==> src/rtl/alu_muldiv_pkg.sv <==
// Shared types and constants for the multiply/divide sequencer.
package alu_muldiv_pkg;

  localparam int WIDTH = 32;

  localparam logic [1:0] OP_MULT  = 2'b00;
  localparam logic [1:0] OP_MULTU = 2'b01;
  localparam logic [1:0] OP_DIV   = 2'b10;
  localparam logic [1:0] OP_DIVU  = 2'b11;

  localparam logic [1:0] ALU_AND = 2'b00;
  localparam logic [1:0] ALU_OR  = 2'b01;
  localparam logic [1:0] ALU_ADD = 2'b10;
  localparam logic [1:0] ALU_SLT = 2'b11;

  typedef enum logic [2:0] {
    S_IDLE,
    S_NEG_A,
    S_NEG_B,
    S_ITER,
    S_FIX_LO,
    S_FIX_HI,
    S_DONE
  } state_e;

endpackage

==> src/rtl/alu_muldiv_sequencer_msb_carry_calc.sv <==
// Recovers the ALU carry-out (or no-borrow when sub=1) from the operand and result MSBs.
module msb_carry_calc (
  input  logic a31,
  input  logic b31,
  input  logic r31,
  input  logic sub,
  output logic carry
);

  logic bb;

  // A subtract feeds ~b into the adder, so the effective MSB is inverted.
  assign bb    = sub ? ~b31 : b31;
  assign carry = (a31 & bb) | ((a31 | bb) & ~r31);

endmodule

==> src/rtl/alu_muldiv_sequencer.sv <==
// Multi-cycle MULT/MULTU/DIV/DIVU sequencer that borrows the EX-stage ALU; busy stalls the pipe.
// Optional macro MULDIV_DIV0_FLAG_EN adds a sticky div_by_zero output.
module alu_muldiv_sequencer
  import alu_muldiv_pkg::*;
#(
  parameter int WIDTH     = alu_muldiv_pkg::WIDTH,
  parameter int ITER_BITS = 6
) (
  input  logic             clk,
  input  logic             rst_n,
  input  logic             start,
  input  logic [1:0]       op,
  input  logic [WIDTH-1:0] rs,
  input  logic [WIDTH-1:0] rt,
  output logic             busy,
  output logic             done,
  output logic [WIDTH-1:0] hi,
  output logic [WIDTH-1:0] lo,
  output logic [WIDTH-1:0] alu_a,
  output logic [WIDTH-1:0] alu_b,
  output logic [1:0]       alu_operation,
  output logic             alu_anegate,
  output logic             alu_bnegate,
  output logic             alu_signed,
  output logic             alu_carry,
  input  logic [WIDTH-1:0] alu_result,
  input  logic             alu_zero
`ifdef MULDIV_DIV0_FLAG_EN
  , output logic           div_by_zero
`endif
);

  localparam logic [ITER_BITS-1:0] LAST_ITER = ITER_BITS'(WIDTH - 1);

  state_e               state_q, state_d;
  logic [WIDTH-1:0]     hi_q, hi_d, lo_q, lo_d, m_q, m_d;
  logic [ITER_BITS-1:0] cnt_q, cnt_d;
  logic                 sa_q, sa_d, sb_q, sb_d, mul_q, mul_d, lz_q, lz_d;
  logic [WIDTH-1:0]     sh;
  logic                 cy;
  logic                 nb;

  assign sh = {hi_q[WIDTH-2:0], lo_q[WIDTH-1]};
  assign nb = hi_q[WIDTH-1] | cy;

  msb_carry_calc u_carry (
    .a31   (alu_a[WIDTH-1]),
    .b31   (alu_b[WIDTH-1]),
    .r31   (alu_result[WIDTH-1]),
    .sub   (alu_bnegate),
    .carry (cy)
  );

  always_ff @(posedge clk or negedge rst_n) begin
    if (!rst_n) begin
      state_q <= S_IDLE;
      hi_q    <= '0;
      lo_q    <= '0;
      m_q     <= '0;
      cnt_q   <= '0;
      sa_q    <= 1'b0;
      sb_q    <= 1'b0;
      mul_q   <= 1'b0;
      lz_q    <= 1'b0;
    end else begin
      state_q <= state_d;
      hi_q    <= hi_d;
      lo_q    <= lo_d;
      m_q     <= m_d;
      cnt_q   <= cnt_d;
      sa_q    <= sa_d;
      sb_q    <= sb_d;
      mul_q   <= mul_d;
      lz_q    <= lz_d;
    end
  end

  // ALU controls depend only on registered state so the external ALU path stays loop-free.
  always_comb begin
    alu_a         = '0;
    alu_b         = '0;
    alu_operation = ALU_AND;
    alu_anegate   = 1'b0;
    alu_bnegate   = 1'b0;
    alu_signed    = 1'b0;
    alu_carry     = (state_q != S_IDLE) && (state_q != S_DONE);
    case (state_q)
      S_NEG_A: begin
        alu_a         = mul_q ? m_q : lo_q;
        alu_operation = ALU_ADD;
        alu_anegate   = 1'b1;
      end
      S_NEG_B: begin
        alu_a         = mul_q ? lo_q : m_q;
        alu_operation = ALU_ADD;
        alu_anegate   = 1'b1;
      end
      S_ITER: begin
        alu_a         = mul_q ? hi_q : sh;
        alu_b         = m_q;
        alu_operation = ALU_ADD;
        alu_bnegate   = ~mul_q;
      end
      S_FIX_LO: begin
        alu_a         = lo_q;
        alu_operation = ALU_ADD;
        alu_anegate   = 1'b1;
      end
      S_FIX_HI: begin
        alu_a       = hi_q;
        alu_anegate = 1'b1;
        // A non-zero low word absorbs the +1, so the high word only needs inverting.
        if (mul_q && !lz_q) begin
          alu_b         = '1;
          alu_operation = ALU_AND;
        end else begin
          alu_operation = ALU_ADD;
        end
      end
      default: ;
    endcase
  end

  always_comb begin
    state_d = state_q;
    hi_d    = hi_q;
    lo_d    = lo_q;
    m_d     = m_q;
    cnt_d   = cnt_q;
    sa_d    = sa_q;
    sb_d    = sb_q;
    mul_d   = mul_q;
    lz_d    = lz_q;
    case (state_q)
      S_IDLE: begin
        if (start) begin
          mul_d = ~op[1];
          sa_d  = ~op[0] & rs[WIDTH-1];
          sb_d  = ~op[0] & rt[WIDTH-1];
          cnt_d = '0;
          hi_d  = '0;
          lo_d  = op[1] ? rs : rt;
          m_d   = op[1] ? rt : rs;
          if (op[1] && (rt == '0)) begin
            hi_d    = rs;
            lo_d    = '1;
            state_d = S_DONE;
          end else if (sa_d) begin
            state_d = S_NEG_A;
          end else if (sb_d) begin
            state_d = S_NEG_B;
          end else begin
            state_d = S_ITER;
          end
        end
      end
      S_NEG_A: begin
        if (mul_q) m_d = alu_result;
        else       lo_d = alu_result;
        state_d = sb_q ? S_NEG_B : S_ITER;
      end
      S_NEG_B: begin
        if (mul_q) lo_d = alu_result;
        else       m_d = alu_result;
        state_d = S_ITER;
      end
      S_ITER: begin
        cnt_d = cnt_q + ITER_BITS'(1);
        if (mul_q) begin
          if (lo_q[0]) {hi_d, lo_d} = {cy, alu_result, lo_q[WIDTH-1:1]};
          else         {hi_d, lo_d} = {1'b0, hi_q, lo_q[WIDTH-1:1]};
        end else begin
          hi_d = nb ? alu_result : sh;
          lo_d = {lo_q[WIDTH-2:0], nb};
        end
        if (cnt_q == LAST_ITER) begin
          if (sa_q ^ sb_q)       state_d = S_FIX_LO;
          else if (!mul_q && sa_q) state_d = S_FIX_HI;
          else                   state_d = S_DONE;
        end
      end
      S_FIX_LO: begin
        lo_d    = alu_result;
        lz_d    = alu_zero;
        state_d = (mul_q || sa_q) ? S_FIX_HI : S_DONE;
      end
      S_FIX_HI: begin
        hi_d    = alu_result;
        state_d = S_DONE;
      end
      S_DONE:  state_d = S_IDLE;
      default: state_d = S_IDLE;
    endcase
  end

  assign busy = (state_q != S_IDLE);
  assign done = (state_q == S_DONE);
  assign hi   = hi_q;
  assign lo   = lo_q;

`ifdef MULDIV_DIV0_FLAG_EN
  logic dz_q;

  always_ff @(posedge clk or negedge rst_n) begin
    if (!rst_n) begin
      dz_q <= 1'b0;
    end else if (state_q == S_IDLE && start) begin
      dz_q <= op[1] && (rt == '0);
    end
  end

  assign div_by_zero = dz_q;
`endif

endmodule

==> config.mk <==
export PLATFORM = sky130hd
export DESIGN_NAME = alu_muldiv_sequencer
export DESIGN_NICKNAME = d
export VERILOG_FILES = /design/src/rtl/alu_muldiv_pkg.sv /design/src/rtl/alu_muldiv_sequencer_msb_carry_calc.sv /design/src/rtl/alu_muldiv_sequencer.sv
export SDC_FILE = /design/constraint.sdc
export NUM_CORES = 1
export LEC_CHECK = 0
export CAP_MARGIN = 10
export CORE_ASPECT_RATIO = 0.7
export CORE_UTILIZATION = 55
export CTS_BUF_LIST = sky130_fd_sc_hd__clkbuf_16
export DETAILED_ROUTE_END_ITERATION = 7
export PLACE_DENSITY = 0.95
export SLEW_MARGIN = 20
export SYNTH_ARGS = -nofsm -noshare
export SYNTH_HDL_FRONTEND = slang
export SYNTH_SLANG_ARGS = --single-unit
==> constraint.sdc <==
create_clock -name clk -period 4.79 [get_ports clk]
set_input_delay 1.437 -clock clk [delete_from_list [all_inputs] [get_ports clk]]
set_output_delay 1.437 -clock clk [all_outputs]
set_load 0.02 [all_outputs]
After elaboration in Yosys (flattened, before gate mapping)
Index checks and enable logic that the tools add are counted.
- $add $sub $neg: 1
- equal/unequal tests: 14
- muxes and demuxes: 40
- bitwise operators: 13
- reduce and logical (&&, ||, !) cells: 22
- operators with widths (kind ; number):
    32-bit two-way mux ; 18
    32-bit case mux with 5 select lines ; 2
    32-bit case mux with 3 select lines ; 2
    32-bit case mux with 2 select lines ; 1
    32-bit logical NOT ; 1
    3-bit case mux with 6 select lines ; 1
    2-bit != test (second input constant) ; 6
    6-bit case mux with 2 select lines ; 1
    2-bit two-way mux ; 5
    3-bit == test (second input constant) ; 3
    3-bit two-way mux ; 3
    3-bit nonzero test ; 3
    2-bit AND reduction ; 4
    4-bit AND reduction ; 2
    4-bit OR reduction ; 2
    6-bit by 1-bit adder with 6-bit output (second input constant) ; 1
    3-bit by 2-bit == test with 1-bit output (second input constant) ; 2
    6-bit by 5-bit == test with 1-bit output (second input constant) ; 1
    6-bit two-way mux ; 1
    1-bit two-way mux ; 5
    1-bit inverter ; 5
    5-bit nonzero test ; 1
    1-bit AND ; 4
    1-bit logical AND ; 4
    9 further kinds ; 12
- flip-flop bits (word level): 109
- input bits: 102
- output and inout port bits: 136
- word-level logic and storage cells: 99

Longest topological paths before layout
- word-level depth: 13
- gate-level depth with buffers: 10
- mapped depth without buffers: 7

Modules after synthesis
From an unflattened synthesis, not the netlist that was laid out.
- cell total of the unflattened synthesis: 1115
- area, all modules: 9078.7 sq um
- modules (own cells, without submodules) (module ; times used ; cells an instance ; area an instance (sq um) ; sequential area each (sq um)):
    alu_muldiv_sequencer ; 1 ; 1112 ; 9054.9 ; 2727.6
    msb_carry_calc ; 1 ; 3 ; 23.8 ; 0.0

Worst setup path after synthesis
No wires, ideal clock.
- path kind: register to output
- from: reg mul_q
- to: out alu_a[18]
- arrival: 2087 ps
- data required time: 3353 ps
- slack: 1266 ps
- stages on the path, launching flop included: 7
- path buffers: 4
- path through: dfrtp_1 > buf_2 > buf_1 > clkbuf_1 > clkbuf_1 > a221oi_1 > o21ai_0
- longest elaborated chain between the ends: 2
- elaborated cells on any way between the ends: 4
- classes of those cells: 4 x mux
- ends and longest elaborated chain (element ; RTL line ; RTL):
    start, declared ; alu_muldiv_sequencer.sv:38 ; logic sa_q, sa_d, sb_q, sb_d, mul_q, mul_d, lz_q, lz_d;
    start signal, assigned ; alu_muldiv_sequencer.sv:73 ; mul_q <= mul_d;
    32-bit two-way mux (on tied branches) ; alu_muldiv_sequencer.sv:99, alu_muldiv_sequencer.sv:89, alu_muldiv_sequencer.sv:94 ;
    32-bit case mux with 5 select lines (*) ; alu_muldiv_sequencer.sv:87 ; case (state_q)
    end, declared ; alu_muldiv_sequencer.sv:19 ; output logic [WIDTH-1:0] alu_a,
Mark *: on every way between the ends. The rest lies on a longest branch, timed or not.

Worst setup path after layout
- from: reg state_q[2]
- to: out alu_a[4]
- longest elaborated chain between the ends: 2
- elaborated cells on any way between the ends: 6
- classes of those cells: 5 x eq/ne; 1 x mux
- ends and longest elaborated chain (element ; RTL line ; RTL):
    start, declared ; alu_muldiv_sequencer.sv:35 ; state_e state_q, state_d;
    start signal, assigned ; alu_muldiv_sequencer.sv:66 ; state_q <= state_d;
    3-bit == test, or another cell as far along ; alu_muldiv_sequencer.sv:87 ;
    32-bit case mux with 5 select lines (*) ; alu_muldiv_sequencer.sv:87 ;
Marks and branches as above.

==> load_flow_metrics.sql <==
INSERT INTO impl_metrics (metric_group, metric, value, unit) VALUES
('status', 'result_of_the_run', 'finished with violations', ''),
('status', 'violations', 'design-rule violations', ''),
('die', 'effective_utilization_at_floorplan', '56.7', '%'),
('clock_network', 'postCtsResizedCells', '0', ''),
('clock_network', 'clock_latency_reported_for_the_late_side_of_the_worst_skew_pair', '0.36', 'ns'),
('placed_design', 'dp.final_hpwl', '26900', 'um'),
('synth', 'synth.most_common_cell', 'nor2_1', ''),
('sta', 'final-hold-violation-count', '0', ''),
('routing', 'wirelength', '40200', 'um'),
('sta', 'post-route-period-util', '99.0', '%'),
('final_layout', 'insertedDiodeCount', '0', ''),
('sta', 'grt_setup_unrepaired', 'no', ''),
('power_and_ir_drop', 'leakagePower', '0.00518', 'uW'),
('die', 'die-area', '18300', 'sq um'),
('worst_setup_path', 'timing.critical_path.fanout_max', '31', ''),
('synth', 'synth_mux_area_share', '18.1', '%'),
('clock_network', 'clk_root_buffer_cell', 'clkbuf_16', ''),
('die', 'core-area', '17300', 'sq um'),
('sta', 'timing.clock.skew', '0.00740', 'ns'),
('clock_network', 'cts_num_sinks', '109', ''),
('global_route', 'global_route_wire_length_before_repair', '61900', 'um'),
('synth', 'netlist_top_cells_count', 'nor2_1, a21oi_1, dfrtp_1', ''),
('synth', 'synth_enable_flop_cells', '0', ''),
('synth', 'synth_simple_gate_area_share', '13.6', '%'),
('die', 'vert_die_dim', '114', 'um'),
('worst_setup_path', 'timing.critical_path.max_delay_family', 'buffers and inverters', ''),
('clock_network', 'ctsLongestPathBuffers', '2', ''),
('worst_setup_path', 'worstSetupEndpointType', 'output pin', ''),
('synth', 'synth.cell_area', '9780', 'sq um'),
('run', 'cap_viol_max_count', '0', ''),
('worst_hold_path', 'worst_hold_path.endpoint', 'cnt_q[5]$_DFFE_PN0P_', ''),
('clock_network', 'register_clock_pin_slew_on_the_reported_worst_setup_and_hold_paths', '0.08', 'ns'),
('routing', 'drt-vias-per-instance', '7.62', ''),
('routing', 'drt_pass1_iterations', '8', ''),
('synth', 'synth-compound-area-share', '33.5', '%'),
('synth', 'yosys_most_used_dff', 'dfrtp_1', ''),
('clock_network', 'cts_tree', 'yes', ''),
('die', 'design.portCount', '238', ''),
('synth', 'synth_xor_xnor_area_share', '0.179', '%'),
('worst_setup_path', 'cp_slowest_stage_delay', '0.70', 'ns'),
('routing', 'antenna_violating_nets_post_route', '0', ''),
('global_route', 'overall_fraction_of_global_route_tracks_in_use', '43.1', '%'),
('synth', 'synth.top_cells.by_area', 'dfrtp_1, a221oi_1, mux2i_1, a21oi_1, nor2_1', ''),
('worst_setup_path', 'worstPathCellList', 'buf_4, nand2_1, nand2_1, buf_4, a221oi_1, o21ai_0, clkdlybuf4s50_1', ''),
('clock_network', 'cts.hold.buffers_added', '0', ''),
('sta', 'fin_crit', '4.74', 'ns'),
('global_route', 'largest_net_degree_at_the_start_of_global_routing', '74', ''),
('worst_setup_path', 'r2r_slack', '1.35', 'ns'),
('routing', 'detail_route.drc_violations', '2', ''),
('clock_network', 'htree_num_levels', '3', ''),
('synth', 'synth_seq_area_share', '27.9', '%'),
('synth', 'avgSynthCellArea', '8.29', 'sq um'),
('final_layout', 'fraction_of_layout_instances_using_a_drive_strength_above_1', '12.8', '%'),
('synth', 'ys.warnings.count', '0', ''),
('final_layout', 'n_fill_cell', '1285', ''),
('sta', 'total_negative_slack', '0', 'ns'),
('power_and_ir_drop', 'power_per_cell_area', '913', 'nW/um^2'),
('synth', 'post_synth_fa_ha_maj_area_fraction', '0.345', '%'),
('worst_setup_path', 'worst_setup_path_start_kind', 'flip-flop', ''),
('routing', 'drt_iter0_drc', '2500', ''),
('worst_hold_path', 'hp-class', 'reg2reg', ''),
('final_layout', 'multi_input_area', '6510', 'sq um'),
('synth', 'async_set_reset_flop_share_out_of_synthesis', '100', '%'),
('worst_setup_path', 'worstPathBufferInverterCount', '3', ''),
('worst_setup_path', 'reg2reg_start', 'state_q[2]$_DFFE_PN0P_', ''),
('worst_hold_path', 'hold_sp', 'cnt_q[5]$_DFFE_PN0P_', ''),
('worst_hold_path', 'worst_hold_path_cells', '1', ''),
('synth', 'largest_family_of_logic_cells_by_synthesized_area', 'compound AO/OA/AOI/OAI gates', ''),
('worst_setup_path', 'cpMaxStageDelayCell', 'dfrtp_1', ''),
('synth', 'ys_seq_elements', '109', ''),
('worst_setup_path', 'reg2regPathDepth', '7', '');
==> cell type report <==
cell class | instances | area share [%]
Timing Repair Buffer | 287 | 21.8
Inverter | 9 | 0.267
Tap cell | 231 | 2.29
Clock inverter | 6 | 0.684
Multi-Input combinational cell | 927 | 51.6
Sequential cell | 109 | 21.6
Clock buffer | 9 | 1.78
==> metal layers <==
layer  wire length (um)  track usage [%]  vias to the layer above
met4               2180             20.4                        0
met2              16800             64.2                     1299
li1                   -                -                     4905
met5                  0                0                        -
met1              14300             58.1                     5547
met3               6940             12.1                      280
==> worst max path at each step <==
stage | cells after the start | startpoint | endpoint | slack [ns]
after floorplan | 6 | mul_q$_DFFE_PN0P_ | alu_a[18] | 1.27
after global placement | 9 | rt[12] | lo[13]$_DFFE_PN0P_ | 0.51
after detailed placement | 9 | rt[12] | lo[22]$_DFFE_PN0P_ | 0.40
after CTS | 7 | state_q[2]$_DFFE_PN0P_ | alu_a[27] | 0.24
after global routing | 7 | state_q[2]$_DFFE_PN0P_ | alu_a[27] | 0.02
final | 7 | state_q[2]$_DFFE_PN0P_ | alu_a[4] | 0.05
==> where the power goes <==
| part | switching, uW | internal, uW |
|---|---|---|
| Combinational | 4730 | 3630 |
| Clock | 375 | 457 |
| Sequential | 933 | 1410 |
==> registers in the layout, summed over array words and instances, names as in the netlist <==
signal	count
cnt_q	6
hi	32
lo	32
lz_q	1
m_q	32
mul_q	1
sa_q	1
sb_q	1
state_q	3
==> stage by stage <==
step	hold WS, ns	area [sq um]	utilization [%]	instances	setup slack [ns]
final	0.500	12600	73.1	1578	0.0485
after global routing	0.522	12600	73.1	1578	0.0235
after CTS	0.501	12600	73.1	1578	0.238
after detailed placement	0.495	12300	71.3	1563	0.400
after global placement	0.477	12300	71.3	1563	0.513
after floorplan	0.457	9790	-	1181	1.27
==> cells by family (layout without fill, tap and decap cells) <==
family | Yosys count | after routing
compound gates | 467 | 467
xor+xnor | 2 | 2
fa+ha+maj | 3 | 3
buf+inv | 145 | 311
flops | 109 | 109
mux | 156 | 156
other cells | 1 | 2
simple gates | 297 | 297
==> cells in the final DEF, fill, tap and decap left out, types with 11 or more instances in the layout <==
master	count
a21o_1	35
a21oi_1	116
nor3_1	30
dfrtp_1	106
mux2_4	26
mux2i_1	78
mux2_2	50
a221oi_1	107
a222oi_1	21
o221ai_1	22
a221o_1	11
nand2_1	56
o21ai_0	71
a22oi_1	20
buf_4	53
o22ai_1	31
clkdlybuf4s50_1	233
nor2_1	151
No activity file was read; power rests on OpenSTA's default activity.
